<file path="src/rtl/tone_sequencer.sv">
// Table-driven melody player: walks {divisor, duration_ms} entries and gates the tone.
// Optional build macro TONE_SEQ_LOOP_EN repeats the table until stop instead of finishing.
module tone_sequencer #(
    parameter int STEPS    = 8,
    parameter int DIV_BITS = 8,
    parameter int DUR_BITS = 16,
    parameter int TICK_MAX = 12000,
    localparam int AW      = (STEPS > 1) ? $clog2(STEPS) : 1,
    localparam int TW      = (TICK_MAX > 1) ? $clog2(TICK_MAX) : 1
) (
    input  logic                clk,
    input  logic                rst,
    input  logic                start,
    input  logic                stop,
    input  logic                wr_en,
    input  logic [AW-1:0]       wr_addr,
    input  logic [DIV_BITS-1:0] wr_div,
    input  logic [DUR_BITS-1:0] wr_dur,
    output logic [DIV_BITS-1:0] tone_div,
    output logic                tone_en,
    output logic [AW-1:0]       step_idx,
    output logic                busy,
    output logic                done
);

    typedef enum logic [1:0] {IDLE, LOAD, PLAY, FINISH} state_t;

    localparam logic [TW-1:0] TICK_LAST = TW'(TICK_MAX - 1);
    localparam logic [AW-1:0] STEP_LAST = AW'(STEPS - 1);

    state_t              state;
    logic [AW-1:0]       step;
    logic [TW-1:0]       tick_cnt;
    logic [DUR_BITS-1:0] ms_cnt;
    logic [DUR_BITS-1:0] cur_dur;

    logic [DIV_BITS-1:0] div_mem [STEPS];
    logic [DUR_BITS-1:0] dur_mem [STEPS];

    assign step_idx = step;

    // Table is left unreset and frozen while a sequence is running.
    always_ff @(posedge clk) begin
        if (wr_en && state == IDLE) begin
            div_mem[wr_addr] <= wr_div;
            dur_mem[wr_addr] <= wr_dur;
        end
    end

    always_ff @(posedge clk or posedge rst) begin
        if (rst) begin
            state    <= IDLE;
            step     <= '0;
            tone_div <= '0;
            tone_en  <= 1'b0;
            busy     <= 1'b0;
            done     <= 1'b0;
            tick_cnt <= '0;
            ms_cnt   <= '0;
            cur_dur  <= '0;
        end else begin
            done <= 1'b0;
            if (stop) begin
                state   <= IDLE;
                tone_en <= 1'b0;
                busy    <= 1'b0;
            end else begin
                case (state)
                    IDLE: begin
                        if (start) begin
                            state <= LOAD;
                            step  <= '0;
                            busy  <= 1'b1;
                        end
                    end
                    LOAD: begin
                        if (dur_mem[step] == '0) begin
`ifdef TONE_SEQ_LOOP_EN
                            // A marker past step 0 wraps; at step 0 the table is empty.
                            if (step != '0) begin
                                step <= '0;
                            end else begin
                                state <= FINISH;
                                done  <= 1'b1;
                            end
`else
                            state <= FINISH;
                            done  <= 1'b1;
`endif
                        end else begin
                            tone_div <= div_mem[step];
                            cur_dur  <= dur_mem[step];
                            tick_cnt <= '0;
                            ms_cnt   <= '0;
                            tone_en  <= 1'b1;
                            state    <= PLAY;
                        end
                    end
                    PLAY: begin
                        if (tick_cnt == TICK_LAST) begin
                            tick_cnt <= '0;
                            if (ms_cnt == cur_dur - DUR_BITS'(1)) begin
                                tone_en <= 1'b0;
                                if (step == STEP_LAST) begin
`ifdef TONE_SEQ_LOOP_EN
                                    step  <= '0;
                                    state <= LOAD;
`else
                                    state <= FINISH;
                                    done  <= 1'b1;
`endif
                                end else begin
                                    step  <= step + AW'(1);
                                    state <= LOAD;
                                end
                            end else begin
                                ms_cnt <= ms_cnt + DUR_BITS'(1);
                            end
                        end else begin
                            tick_cnt <= tick_cnt + TW'(1);
                        end
                    end
                    FINISH: begin
                        state <= IDLE;
                        busy  <= 1'b0;
                    end
                    default: state <= IDLE;
                endcase
            end
        end
    end

endmodule
</file>
<file path="config.mk">
export PLATFORM = sky130hd
export DESIGN_NAME = tone_sequencer
export DESIGN_NICKNAME = d
export VERILOG_FILES = /design/src/rtl/tone_sequencer.sv
export SDC_FILE = /design/constraint.sdc
export NUM_CORES = 1
export LEC_CHECK = 0
export CORE_UTILIZATION = 45
export DETAILED_ROUTE_END_ITERATION = 7
export PLACE_DENSITY = 0.66
export SLEW_MARGIN = 30
export SYNTH_ARGS = -nofsm -noshare
export SYNTH_HDL_FRONTEND = slang
export SYNTH_SLANG_ARGS = --single-unit
</file>
<file path="constraint.sdc">
create_clock -name clk -period 8.7 [get_ports clk]
set_clock_uncertainty 0.2 [all_clocks]
set_input_delay 2.61 -clock clk [delete_from_list [all_inputs] [get_ports clk]]
set_output_delay 2.61 -clock clk [all_outputs]
set_load 0.005 [all_outputs]
</file>
* Word-level counts from Yosys, hierarchy flattened
Memory sizes are Yosys's and may differ from the RTL's. A register that Yosys moved wholly into a read port is not among the register bits. Cells that the tools add are included.
Cells by class: reduce and logical (&&, ||, !) cells 14, muxes and demuxes 35, bitwise operators 2, add/subtract/negate cells 4, equal/unequal tests 16
Operator list (number):
- $mux 16 | 3
- $pmux 16 s2 | 1
- $mux 14 | 2
- $pmux 14 s2 | 1
- $add 16x1->16 const B | 1
- $eq 16x16->1 | 1
- $logic_not 16->1 | 1
- $sub 16x1->16 const B | 1
- $add 14x1->14 const B | 1
- $eq 14x14->1 const B | 1
- $mux 1 | 14
- $mux 3 | 4
- $ne 2x2->1 const B | 6
- $ne 3x3->1 const B | 4
- $mux 2 | 5
- $reduce_and 3->1 | 3
- $pmux 2 s4 | 1
- $pmux 1 s2 | 3
- $pmux 3 s2 | 1
- $reduce_and 6->1 | 1
- $reduce_bool 3->1 | 2
- $reduce_and 5->1 | 1
- $eq 2x2->1 const B | 2
- $reduce_and 4->1 | 1
- other kinds (8) | 10
Word-level totals: flip-flop bits (word level) 54, memory bits (writable) 192, word-level logic and storage cells 81, memories kept 2
Memory list:
- dur_mem | depth 8, width 16, read ports 1, clocked after memory_dff 0, wr ports 1, RTL line 38 | logic [DUR_BITS-1:0] dur_mem [STEPS];
- div_mem | depth 8, width 8, read ports 1, clocked after memory_dff 1, wr ports 1, RTL line 37 | logic [DIV_BITS-1:0] div_mem [STEPS];

* Logic depth before layout (Yosys ltp)
Gate-level depths: netlist (run 1).
depth in word-level cells 6, depth in mapped cells 12, mapped depth without buffers 10

* Worst setup path after synthesis (run 1)
No wires, ideal clock.
path kind input -> register, start point in wr_addr[0], end point mem div_mem[0][0] (enable), setup slack 3.572 ns, stages on the path 2, arrival time 4.492 ns, library setup time 0.435 ns, path buffers 0, cells stage by stage nand3b_1 nor3_1
RTL lines:
- from (decl) | RTL line 16 | input logic [AW-1:0] wr_addr,
- to (decl) | RTL line 37
Straight into the memory's write port.

* Worst setup path in the final report (run 1)
start point reg step[0], in the netlist step_idx[0], end point out step_idx[0]
RTL lines:
- from (decl) | RTL line 32 | logic [AW-1:0] step;
- from (signal assigned) | RTL line 113 | step <= step + AW'(1);
- to (decl) | RTL line 21 | output logic [AW-1:0] step_idx,
No word-level cell between the ends.

==> run summary, run 1 <==
sequential area share after synthesis: 65.9%
TritonCTS Buffers: 26
critical path type: flip-flop to output port
#FFs+latches synth: 254
crit end category: output port
post-route cell area: 12,800 um^2
setup TNS: 0 ns
cell area power density: 243 nW/um^2
max_cap viols: 0
Worst Path Arrival: 2.06 ns
max_slew headroom: 40.2%
Power, Total: 3.12 mW
total global routing track utilization: 18.0%
Storage cell area: 7320 um^2
nets: 793
clk slew on worst S/H paths: 0.06 ns
area post-placement: 11,900 um^2
multiplexer area fraction after synthesis: 14.4%
I/O pins: 46
fin crit share: 56.0%
CTS tree: built
Final Core Density: 52.9%
Rows: 57
WL per Instance: 20.4 um
Die Area: 25,300 um^2
Slew @ Worst Pin: 0.895 ns
worst min-delay path category: flip-flop to flip-flop
Slew Viols, Final: 0
Syn Nets: 739
layout cells sized above 1: 17.9%
CTS Hold Buffers Added: 0
combinational family with the most area after synthesis: multiplexers
Max Clk Rate: 205 MHz
DRC Markers: 0
post-CTS sizing: 0
Die Y: 159 um
number of flops mapped to enable cells by yosys: 192
Netlist Area Pre-Place: 11,100 um^2
Final Wtd Congestion: 0.820
antenna cells: 0
synthesized area per cell: 15.9 um^2
GRT overflow: 0
endpoints failing hold: 0
# port buffers: 45
Post-synth ARST share: 24.4%
Peak VDD IR: 195 uV
WL final: 22,300 um
initial antenna violation count: 0
multi-input combinational cell area: 3580 um^2
area delta synth->final: 15.7%
post-DP HPWL: 13,600 um
# fillers: 1,959
initial core utilization: 45.8%
CTS H-tree lvls: 1
CP startpoint kind: flip-flop
Longest Clk Path Bufs: 3
worst endpoint required time: 5.89 ns
adder-cell share of the synthesized area: 1.13%
core area: 24,200 um^2
Post-Syn Instances: 697
most numerous cell in the Yosys netlist: edfxtp_1
Synth area leaders: edfxtp_1 (52%), dfrtp_1 (14%), mux4_2 (6.1%)
Post-synth top cells: edfxtp_1 (192), dfrtp_1 (62), nor2_1 (40), nand2_1 (34), mux2_2 (31)
fin crit period: 4.87 ns
CTS Sinks: 254
compound-cell area share of the yosys netlist: 5.51%
RSZ-0062 raised after global routing: no
biggest area consumer among synthesized cells: edfxtp_1
synth warn: 0
root buffer cell: clkbuf_16
Yosys cell types: 61
DRT iter0 DRCs: 556
via count: 6,383
Post-Synth XOR/XNOR Area: 1.82%
share of the synthesized area in the top cell type: 52.0%
post-DR vias/cell: 5.83
Crit Path Max Fanout: 53
largest net degree at the start of global routing: 63
count of final setup violators: 0
ANT nets after route: 0
Die W: 159 um
status: complete, no violations
simple-gate portion of the synthesized area: 8.96%
clk_lat worst skew: 0.54 ns
Min Hold Slack: 0.324 ns
vias in the first global route: 6,582
static leakage: 4.25 nW
first-pass GRT wire length: 35,600 um
first drt pass iteration count: 5
postcts setup bufs: 0
Synth Flop Type: edfxtp_1
## final timing paths
| check | startpoint | depth (start not counted) | slack (ns) | to |
|---|---|---|---|---|
| min in group asynchronous | rst | 3 | 2.44 | tone_div[3]$_DFFE_PP0P_ |
| max in group asynchronous | rst | 3 | 5.25 | step_idx[0]$_DFFE_PP0P_ |
| worst min-delay path | cur_dur[15]$_DFFE_PP0P_ | 1 | 0.32 | cur_dur[15]$_DFFE_PP0P_ |
| worst max-delay path | step_idx[0]$_DFFE_PP0P_ | 2 | 3.83 | step_idx[0] |
| worst min register to register | cur_dur[15]$_DFFE_PP0P_ | 1 | 0.32 | cur_dur[15]$_DFFE_PP0P_ |
| worst max register to register | step_idx[0]$_DFFE_PP0P_ | 9 | 4.74 | tick_cnt[2]$_DFFE_PP0P_ |
## cell usage in the layout, fill, tap and decap left out, types with 4 or more instances in the layout
cell | netlist | layout
nor2_4 | 0 | 4
mux2i_1 | 10 | 10
nand3_1 | 14 | 14
nand2_1 | 34 | 34
or4_1 | 6 | 6
ha_1 | 10 | 10
o31ai_1 | 9 | 9
nand2b_1 | 6 | 6
edfxtp_1 | 192 | 192
clkbuf_8 | 0 | 6
nor2_1 | 40 | 34
o21ai_0 | 23 | 23
mux2_2 | 31 | 31
buf_4 | 1 | 9
or3_1 | 15 | 15
o2111ai_1 | 4 | 4
a21oi_1 | 28 | 28
o211ai_1 | 4 | 4
nor3_1 | 8 | 6
dfrtp_1 | 62 | 60
clkdlybuf4s50_1 | 0 | 45
xnor2_1 | 9 | 9
xor2_1 | 14 | 14
o21a_1 | 4 | 4
clkbuf_16 | 0 | 26
clkinv_2 | 0 | 5
and3_1 | 6 | 6
clkbuf_1 | 9 | 4
mux4_2 | 30 | 30
nand4_1 | 17 | 17
nor4_1 | 13 | 13
inv_1 | 15 | 14
mux4_1 | 18 | 18
## critical path, stage by stage (launching register included)
cell	delay, ns
dfrtp_2	0.35
buf_6	0.52
clkdlybuf4s50_1	0.63
## registers in the layout, summed over array words and instances, names as in the netlist
register and count:
dur_mem 128, done 1, busy 1, cur_dur 16, div_mem 64, tone_en 1, tick_cnt 14, state 2
step_idx 3, ms_cnt 16, tone_div 8
## cell type report
class	count	area share, %
clock buffer	36	5.83
clock inverter	12	1.31
inverter	15	0.439
multi-input combinational	398	27.9
sequential	254	57.0
tap	324	3.16
timing repair buffer	56	4.34
## where the power goes
part	total, mW	leakage (nW)	internal (mW)	switching (mW)
sequential	1.50	2.54	1.41	0.0909
combinational	0.466	1.26	0.206	0.261
clock	1.15	0.449	0.694	0.456
## metal layers
layer / wire (um) / track usage, % / up-vias
met5: 0 / 0 / -
met4: 626 / 5.38 / 0
met3: 1030 / 3.18 / 56
met2: 11300 / 31.0 / 178
met1: 9380 / 23.3 / 3263
li1: - / - / 2886
## through the flow
step	setup WS, ns	cells
global placement	3.62	1046
detailed placement	3.51	1046
CTS	3.53	1094
floorplan	3.57	697
finish	3.83	1095
global route	3.69	1095
## kinds of logic (layout without fill, tap and decap cells)
kind of cell / after synthesis / after routing
flops: 254 / 254
xor+xnor: 23 / 23
compound gates: 93 / 93
buf+inv: 45 / 119
simple gates: 183 / 183
fa+ha+maj: 10 / 10
mux: 89 / 89
Power figures use the tool's default switching activity.
==> inputs of run 2 (changes only) <==
- clock period: 8.7 -> 4.8 ns (I/O delays scaled with it)
==> run 2 against run 1 <==
Net effect: clock power is 77% higher; sequential share of layout area is 0.12 points higher; total power is 80% higher; critical path depth stayed put; flip-flop and latch count stayed put; wire length is 3.0% higher; sequential power is 82% higher; first-iteration DRC count is 8.5% lower; clock-buffer cell count is 3 lower; via count is 0.39% higher; design area is 0.16% lower; critical path type unchanged; highest routed layer unchanged.
==> run summary, run 2 (same netlist as run 1, synthesis figures left out) <==
Setup WS pre-CTS: 0.706 ns (-2.80 ns)
worst min-delay path category: flip-flop to flip-flop
# fillers: 1,966 (+0.36%)
Crit Path Max Fanout: 35 (-34%)
nets: 800 (+0.88%)
status: complete, no violations
largest net degree at the start of global routing: 59 (-6.3%)
endpoints failing hold: 0 (unchanged)
crit end category: output port
clk_lat worst skew: 0.57 ns (+0.03 ns)
max_cap viols: 0 (unchanged)
fin crit period: 3.95 ns
CTS Sinks: 254 (unchanged)
area delta synth->final: 15.5%
core area: 24,200 um^2 (unchanged)
Longest Clk Path Bufs: 3 (unchanged)
max reg flops: 128 (unchanged)
first drt pass iteration count: 5 (unchanged)
Die Y: 159 um (unchanged)
Top Registers: dur_mem x128, div_mem x64
R2R Path Start: step_idx[0]$_DFFE_PP0P_
post-DR vias/cell: 5.80 (-0.43%)
DRC Markers: 0 (unchanged)
final non-filler cell total: 1,104 (+0.82%)
CP bufs+invs: 2 (unchanged)
Slew @ Worst Pin: 0.800 ns (-0.0955 ns)
WL final: 23,000 um (+3.0%)
post-DP HPWL: 14,200 um (+4.3%)
Final Core Density: 52.9% (-0.083 points)
via count: 6,408 (+0.39%)
TritonCTS Buffers: 28 (+7.7%)
fin crit share: 82.3%
slack of the critical path: 0.851 ns (-2.98 ns)
antenna cells: 0 (unchanged)
area post-placement: 11,900 um^2 (+0.24%)
Max Clk Rate: 253 MHz
reg2reg setup slack: 0.92 ns (-3.82 ns)
layout cells sized above 1: 18.1% (+0.18 points)
GRT overflow: 0 (unchanged)
Rows: 57 (unchanged)
Top delay family on crit path: buffers and inverters
postcts setup bufs: 0 (unchanged)
max_slew headroom: 46.7% (+6.5 points)
Max Used Layer: met4
Worst Path Arrival: 2.31 ns (+0.25 ns)
initial antenna violation count: 0 (unchanged)
met1 WL: 9820 um (+4.7%)
metal3 WL: 1090 um (+5.3%)
static leakage: 4.25 nW (about the same)
RR Endpoint: ms_cnt[0]$_DFFE_PP0P_
root buffer cell: clkbuf_16
crit path cell chain: buf_4, clkdlybuf4s50_1
initial core utilization: 45.8% (unchanged)
CTS Hold Buffers Added: 0 (unchanged)
total global routing track utilization: 18.4% (+0.39 points)
Final Wtd Congestion: 0.826 (+0.73%)
most frequent cells in the layout: edfxtp_1 (192), dfrtp_1 (59), clkdlybuf4s50_1 (45)
Die Area: 25,300 um^2 (unchanged)
CTS tree: built
cell area power density: 438 nW/um^2 (+80%)
CTS H-tree lvls: 1 (unchanged)
Slew Viols, Final: 0 (unchanged)
crit path max-delay cell type: dfrtp_2
DRT iter0 DRCs: 509 (-8.5%)
post-route cell area: 12,800 um^2 (-0.16%)
CP peak stage delay: 0.88 ns (+0.25 ns)
Power, Total: 5.61 mW (+80%)
count of final setup violators: 0 (unchanged)
setup TNS: 0 ns (unchanged)
# port buffers: 45 (unchanged)
I/O pins: 46 (unchanged)
WL per Instance: 20.8 um (+2.2%)
post-CTS sizing: 0 (unchanged)
most common cell after layout, fill and taps aside: edfxtp_1
worst endpoint required time: 3.16 ns (-2.73 ns)
Peak VDD IR: 293 uV (+51%)
critical path type: flip-flop to output port
Most flops, register: dur_mem
Hold EP: tone_div[0]$_DFFE_PP0P_
Cells after DPL: 1,052 (+0.57%)
vias in the first global route: 6,545 (-0.56%)
clk slew on worst S/H paths: 0.06 ns (about the same)
RSZ-0062 raised after global routing: no
worst reg-to-reg path cell count: 8 (-1)
CP startpoint kind: flip-flop
Min Hold Slack: 0.333 ns (+0.00904 ns)
ANT nets after route: 0 (unchanged)
met2 wire len: 11,600 um (+3.1%)
hold path startpoint: tone_div[0]$_DFFE_PP0P_
Die W: 159 um (unchanged)
WHS Path Cells: 2 (+1)
first-pass GRT wire length: 36,400 um (+2.1%)
==> run 2: cell count changes in the layout (fill, tap and decap cells not counted), moves of 2 or more <==
cell	previous run	this run
clkinv_1	1	8
clkbuf_8	6	1
nor2_2	2	6
buf_4	9	16
nor2_4	4	0
clkbuf_16	26	28
==> run 2: final cells by class <==
cell class	instances	area [um^2]	area share, %
clock inverters	19	169	1.32
clock buffers	33	729	5.69
inverters	15	56.3	0.439
repair buffers	61	571	4.45
flip-flops and latches	254	7320	57.1
well taps	324	405	3.16
multi-input cells	398	3560	27.8
==> run 2: worst max-delay path by stage <==
| stage | startpoint | endpoint | slack [ns] | depth (start not counted) |
|---|---|---|---|---|
| final | step_idx[2]$_DFFE_PP0P_ | step_idx[2] | 0.85 | 2 |
| after global routing | step_idx[0]$_DFFE_PP0P_ | tick_cnt[2]$_DFFE_PP0P_ | 0.70 | 8 |
| after CTS | step_idx[2]$_DFFE_PP0P_ | step_idx[2] | 0.76 | 2 |
| after detailed placement | stop | ms_cnt[7]$_DFFE_PP0P_ | 0.71 | 7 |
| after global placement | step_idx[0]$_DFFE_PP0P_ | ms_cnt[0]$_DFFE_PP0P_ | 0.71 | 8 |
| after floorplan | wr_addr[0] | div_mem[0][0]$_DFFE_PP_ | 0.84 | 2 |
==> run 2: tightest hold or removal path: stages, from the launching register on <==
cell	delay, ns
dfrtp_1	0.34
nor2_1	0.05
a21oi_1	0.11
==> run 2: per-layer routing <==
layer	track usage [%]	vias up
li1	-	2906
met1	24.5	3281
met2	31.4	185
met3	3.07	36
met4	4.76	0
met5	0	-
==> run 2: power breakdown <==
part | leakage (nW) | switching [mW] | internal (mW)
combinational | 1.28 | 0.475 | 0.371
clock | 0.434 | 0.843 | 1.20
sequential | 2.54 | 0.171 | 2.56
total | 4.25 | 1.49 | 4.12
